`config.mk`:
```
export PLATFORM = sky130hd
export DESIGN_NAME = irq_pending_scheduler
export DESIGN_NICKNAME = d
export VERILOG_FILES = /design/src/rtl/irq_pending_scheduler_pkg.sv /design/src/rtl/pending_pick.sv /design/src/rtl/irq_pending_scheduler.sv
export SDC_FILE = /design/constraint.sdc
export NUM_CORES = 1
export LEC_CHECK = 0
export ABC_AREA = 0
export CAP_MARGIN = 10
export CORE_ASPECT_RATIO = 1.75
export CORE_MARGIN = 1.5
export CORE_UTILIZATION = 49
export DETAILED_ROUTE_END_ITERATION = 8
export PLACE_DENSITY = 0.82
export SYNTH_ARGS = -nofsm -noshare
export SYNTH_HDL_FRONTEND = slang
export SYNTH_SLANG_ARGS = --single-unit
export TNS_END_PERCENT = 5
```
`constraint.sdc`:
```
create_clock -name clk -period 2.6 [get_ports clk]
set_clock_uncertainty 0.15 [all_clocks]
set_input_delay 0.26 -clock clk [delete_from_list [all_inputs] [get_ports clk]]
set_output_delay 0.26 -clock clk [all_outputs]
set_load 0.1 [all_outputs]
```
`src/rtl/irq_pending_scheduler_pkg.sv`:
```
// irq_pending_scheduler_pkg
// Shared constants, FSM state type and helper functions for the pending-request
// scheduler that feeds the 16-line priority-encoded index output stage.
//   N_REQ     : number of request lines
//   IDX_W     : width of the presented index
//   CNT_W     : width of the saturating coalesce counter
//   NONE_CODE : index code driven while nothing is presented
package irq_pending_scheduler_pkg;

    localparam int unsigned N_REQ = 16;
    localparam int unsigned IDX_W = 8;
    localparam int unsigned CNT_W = 8;

    localparam logic [IDX_W-1:0] NONE_CODE = 8'hF0;

    typedef enum logic {
        EMPTY,
        PRESENT
    } state_e;

    // One-hot decode of an index onto the request lines; out-of-range codes give 0.
    function automatic logic [N_REQ-1:0] onehot(input logic [IDX_W-1:0] idx);
        logic [N_REQ-1:0] r;
        r = '0;
        for (int i = 0; i < int'(N_REQ); i++) begin
            r[i] = (idx == IDX_W'(i));
        end
        return r;
    endfunction

    // Increment that sticks at all-ones instead of wrapping.
    function automatic logic [CNT_W-1:0] sat_inc(input logic [CNT_W-1:0] v);
        return (v == '1) ? v : v + CNT_W'(1);
    endfunction

endpackage

```
`src/rtl/pending_pick.sv`:
```
// pending_pick
// Combinational highest-set-bit finder.
//   vec : input vector to search
//   idx : index of the highest set bit of vec (0 when vec is all zero)
//   any : vec has at least one bit set
module pending_pick #(
    parameter int unsigned N = 16,
    parameter int unsigned W = 8
) (
    input  logic [N-1:0] vec,
    output logic [W-1:0] idx,
    output logic         any
);

    always_comb begin
        idx = '0;
        // Ascending scan: the last hit is the highest set bit.
        for (int i = 0; i < int'(N); i++) begin
            if (vec[i]) begin
                idx = W'(i);
            end
        end
    end

    assign any = |vec;

endmodule

```
`src/rtl/irq_pending_scheduler.sv`:
```
// irq_pending_scheduler
// Captures request pulses into a sticky pending vector and presents the
// highest-numbered pending request as an index behind a valid/ready handshake.
// A pending bit is cleared only when its index is accepted; a request that lands
// on an already-pending bit is counted as coalesced.
//   clk          : clock, all state on rising edge
//   rst_n        : synchronous active-low reset
//   req_in       : request lines, a high bit at an edge sets the pending bit
//   flush        : synchronous clear of pending, output stage and counter
//   out_valid    : out_idx holds a valid request index
//   out_ready    : downstream accepts out_idx on out_valid && out_ready
//   out_idx      : presented index, NONE_CODE while out_valid is low
//   pending      : registered pending vector (includes the presented bit)
//   coalesce_cnt : saturating count of cycles with at least one coalesced request
module irq_pending_scheduler
    import irq_pending_scheduler_pkg::*;
(
    input  logic             clk,
    input  logic             rst_n,
    input  logic [N_REQ-1:0] req_in,
    input  logic             flush,
    output logic             out_valid,
    input  logic             out_ready,
    output logic [IDX_W-1:0] out_idx,
    output logic [N_REQ-1:0] pending,
    output logic [CNT_W-1:0] coalesce_cnt
);

    if ((N_REQ > (32'd1 << IDX_W)) || (32'(NONE_CODE) < N_REQ)) begin : g_bad_params
        $error("irq_pending_scheduler: index width or NONE_CODE cannot cover N_REQ");
    end

    state_e           state_q, state_d;
    logic             valid_q, valid_d;
    logic [IDX_W-1:0] idx_q, idx_d;
    logic [N_REQ-1:0] pending_q, pending_d;
    logic [CNT_W-1:0] cnt_q, cnt_d;

    logic             acc;
    logic [N_REQ-1:0] ack_mask;
    logic [N_REQ-1:0] cand_vec;
    logic [IDX_W-1:0] cand;
    logic             cand_any;
    logic             hit;

    assign acc      = valid_q && out_ready;
    assign ack_mask = acc ? onehot(idx_q) : '0;
    // Candidates come from registered state only; this cycle's req_in never competes.
    assign cand_vec = pending_q & ~ack_mask;
    assign hit      = |(req_in & cand_vec);

    pending_pick #(
        .N (N_REQ),
        .W (IDX_W)
    ) u_pick (
        .vec (cand_vec),
        .idx (cand),
        .any (cand_any)
    );

    always_comb begin
        state_d = state_q;
        valid_d = valid_q;
        idx_d   = idx_q;
        // Set wins over the acknowledge clear.
        pending_d = cand_vec | req_in;
        cnt_d     = hit ? sat_inc(cnt_q) : cnt_q;

        unique case (state_q)
            EMPTY: begin
                if (cand_any) begin
                    state_d = PRESENT;
                    valid_d = 1'b1;
                    idx_d   = cand;
                end
            end
            PRESENT: begin
                // No preemption: the presented index holds until accepted.
                if (out_ready) begin
                    if (cand_any) begin
                        valid_d = 1'b1;
                        idx_d   = cand;
                    end else begin
                        state_d = EMPTY;
                        valid_d = 1'b0;
                        idx_d   = NONE_CODE;
                    end
                end
            end
            default: begin
                state_d = EMPTY;
                valid_d = 1'b0;
                idx_d   = NONE_CODE;
            end
        endcase

        if (flush) begin
            state_d   = EMPTY;
            valid_d   = 1'b0;
            idx_d     = NONE_CODE;
            pending_d = '0;
            cnt_d     = '0;
        end
    end

    always_ff @(posedge clk) begin
        if (!rst_n) begin
            state_q   <= EMPTY;
            valid_q   <= 1'b0;
            idx_q     <= NONE_CODE;
            pending_q <= '0;
            cnt_q     <= '0;
        end else begin
            state_q   <= state_d;
            valid_q   <= valid_d;
            idx_q     <= idx_d;
            pending_q <= pending_d;
            cnt_q     <= cnt_d;
        end
    end

    assign out_valid    = valid_q;
    assign out_idx      = idx_q;
    assign pending      = pending_q;
    assign coalesce_cnt = cnt_q;

endmodule

```
==> reports/qor.yml <==
synthesis.area_mm2: 0.001987
ys.flop_type: "dfxtp_1"
grt_pass1_vias: 2171
initialDrtViolationCount: 62
hold_class: "reg -> reg"
max_slew_margin: 0.5645
path_buf_inv: 0
met1_usage: 0.2807
drive_above_1_share: 0.2922
tightest_slew_ns: 0.6520
clk_latency_ns: 0.29
combPwrFrac: 0.335
via_per_inst: 5.932
rsz0062_at_grt: "no"
worstReg2RegStart: "out_idx[1]"
hold_viol_final: 0
path_clk_slew_ns: 0.07
diodes: 0
cpLargestDelayFamily: "compound AO/OA/AOI/OAI gates"
slowest_stage: "dfxtp_4"
min-delay-start: "coalesce_cnt[4]"
io_pins: 53
synth.distinct_cells: 54
synth_area_per_cell_um2: 7.642
clkPwrFrac: 0.293
tns_ns: 0
start_util: 0.5139
synth.area.top_cells: "dfxtp_1, nor2_1, nand2_1"
layout.nets: 352
track_usage: 0.2866
cts_tree: "built"
area_growth_pct: 38.85
ir_worst_vdd_mv: 0.5115
cp_slowest_stage_delay_ns: 0.43
slew_viol_final: 0
p_leak_nw: 1.174
power_frac_seq: 0.372
grt_pass1_wl_um: 9673
final_antenna_net_count: 0
cts_max_level: 2
syn-num-nets: 281
synth_edf_count: 0
use_met2: 0.5195
ys_ff_latch: 31
worstPathMaxFanout: 12
grt_max_degree: 14
numPortBuffers: 52
groute.layer.met3.usage: 0.06701
die_w_um: 51.14
intPower_w: 0.0009115
worstPathCellList: "or2b_4 > o31a_1 > a2111oi_4 > and4_4 > o2bb2a_4 > nand4_1 > mux2i_1"
cts_made_buffers: 5
drt_first_pass_iters: 7
root_buffer: "clkbuf_8"
dr_total_vias: 2254
maxCapViolations: 0
hpwl_um: 4702
power.switching_fraction: 0.3734
worstPathArrival_ns: 2.56
drc: 0
cts.sinks: 31
final.min_clock_period_ns: 2.495
status: "complete, no violations"
post-route-util: 0.7136
design_power_total_w: 0.001455
ys_warn_count: 0
p_sw_w: 0.0005431
ff2ff_setup_slack_ns: 0.11
setup.worst_path.start_class: "register"
critical_path_class: "reg -> reg"
fin_crit_sh: 0.9595
synth.top_cell.area_share: 0.3123
top_usage_layer: "met2"
end_kind: "register"
antenna_found_initial: 0
num_rows: 30
avgRoutedWirePerCell_um: 15.97
synth_cells: 260
place.gp.congestion: 0.9183
core_mm2: 0.003866
die_height_um: 87.24
clk_path_buf_depth: 2
critPathRequiredTime_ns: 2.67
wl_um: 6067
p_per_area_mw_per_mm2: 527.2
yosys.area.top_type: "dfxtp_1"
clock.fmax_mhz: 400.8
setup_viol: 0
overflow: 0
dieArea_mm2: 0.004461
async_flop_share: 0
yosysSeqAreaShare: 0.3123
critPathLaunch: "out_idx[1]"
## logic make-up after synthesis
family                     after synthesis  synth area share
buffers and inverters                   25           0.06486
xor gates and xnor gates                 1          0.004409
muxes                                   10           0.05290
and+or+nand+nor                        120            0.2884
AOI/OAI and AO/OA                       72            0.2708
adders and majority gates                1          0.006296
DFF                                     31            0.3123
## cells in the mapped netlist (5+ instances only)
| library cell | n |
|---|---|
| o21ai_0 | 8 |
| clkbuf_1 | 10 |
| inv_1 | 7 |
| nand2_1 | 31 |
| dfxtp_1 | 31 |
| nor2_1 | 46 |
| a21oi_1 | 17 |
| mux2i_1 | 6 |
| o31a_1 | 8 |
| nor2b_1 | 6 |
| a31oi_1 | 5 |
## final timing paths
path                           to  cells after the start
setup reg to reg  coalesce_cnt[4]                      7
hold reg to reg   coalesce_cnt[4]                      2
setup / recovery  coalesce_cnt[4]                      7
hold / removal    coalesce_cnt[4]                      2
## registers in the layout, summed over array words and instances (netlist names)
signal and flops:
pending 16, coalesce_cnt 8, out_idx 5, out_valid 1
state_q 1
## cell usage in the layout, fill, tap and decap left out, drive strengths merged, types with 5 or more instances in the layout
cell type       n
a21oi          17
a31oi           5
buf            63
clkbuf          8
clkdlybuf4s50  18
dfxtp          31
inv             7
mux2i           6
nand2          31
nor2           46
nor2b           6
o21ai           8
o31a            8
## power groups by stage
stage / clock network, W / registers (W) / logic, W
floorplan: 0 / 0.000687 / 0.000203
detailed placement: 0 / 0.000550 / 0.000474
global placement: 0 / 0.000549 / 0.000471
global route: 0.000454 / 0.000544 / 0.000515
CTS: 0.000429 / 0.000539 / 0.000476
finish: 0.000427 / 0.000541 / 0.000487
## repair_timing
action / 4_1_cts / 5_1_grt
setup buffers: 0 / 2
cloned: 0 / 0
pin swaps: 1 / 2
gates resized for setup: 0 / 6
hold buffers: 0 / 0
endpoints found under the setup margin: 1 / 12
## metal layers
layer  routed length, um  up-vias
li1                    -     1085
met1                2185     1051
met2                3223       87
met3                 291       31
met4                 367        0
met5                   0        -
## tightest hold or removal path, delay by kind of cell (launching register included)
kind / cells / cell delay (ns)
flops: 1 / 0.33
mux: 1 / 0.06
simple gates: 1 / 0.06
## layout make-up
class                           instances  area, um2
Timing Repair Buffer                   82      665.6
Fill cell                             318       1107
Sequential cell                        31      644.4
Tap cell                               48      60.06
Clock buffer                            8      100.1
Inverter                                7      26.28
Multi-Input combinational cell        204       1262
## stage by stage
| stage | hold WS [ns] | instances | instance area [um2] | setup slack, ns |
|---|---|---|---|---|
| floorplan | 0.2273 | 260 | 2011 | -0.03614 |
| finish | 0.3459 | 380 | 2759 | 0.1052 |
| global route | 0.3780 | 380 | 2759 | 0.01309 |
| detailed placement | 0.3362 | 370 | 2616 | -0.2275 |
| global placement | 0.3226 | 370 | 2616 | -0.1577 |
| CTS | 0.3495 | 378 | 2716 | 0.001660 |
Power figures use the tool's default switching activity.
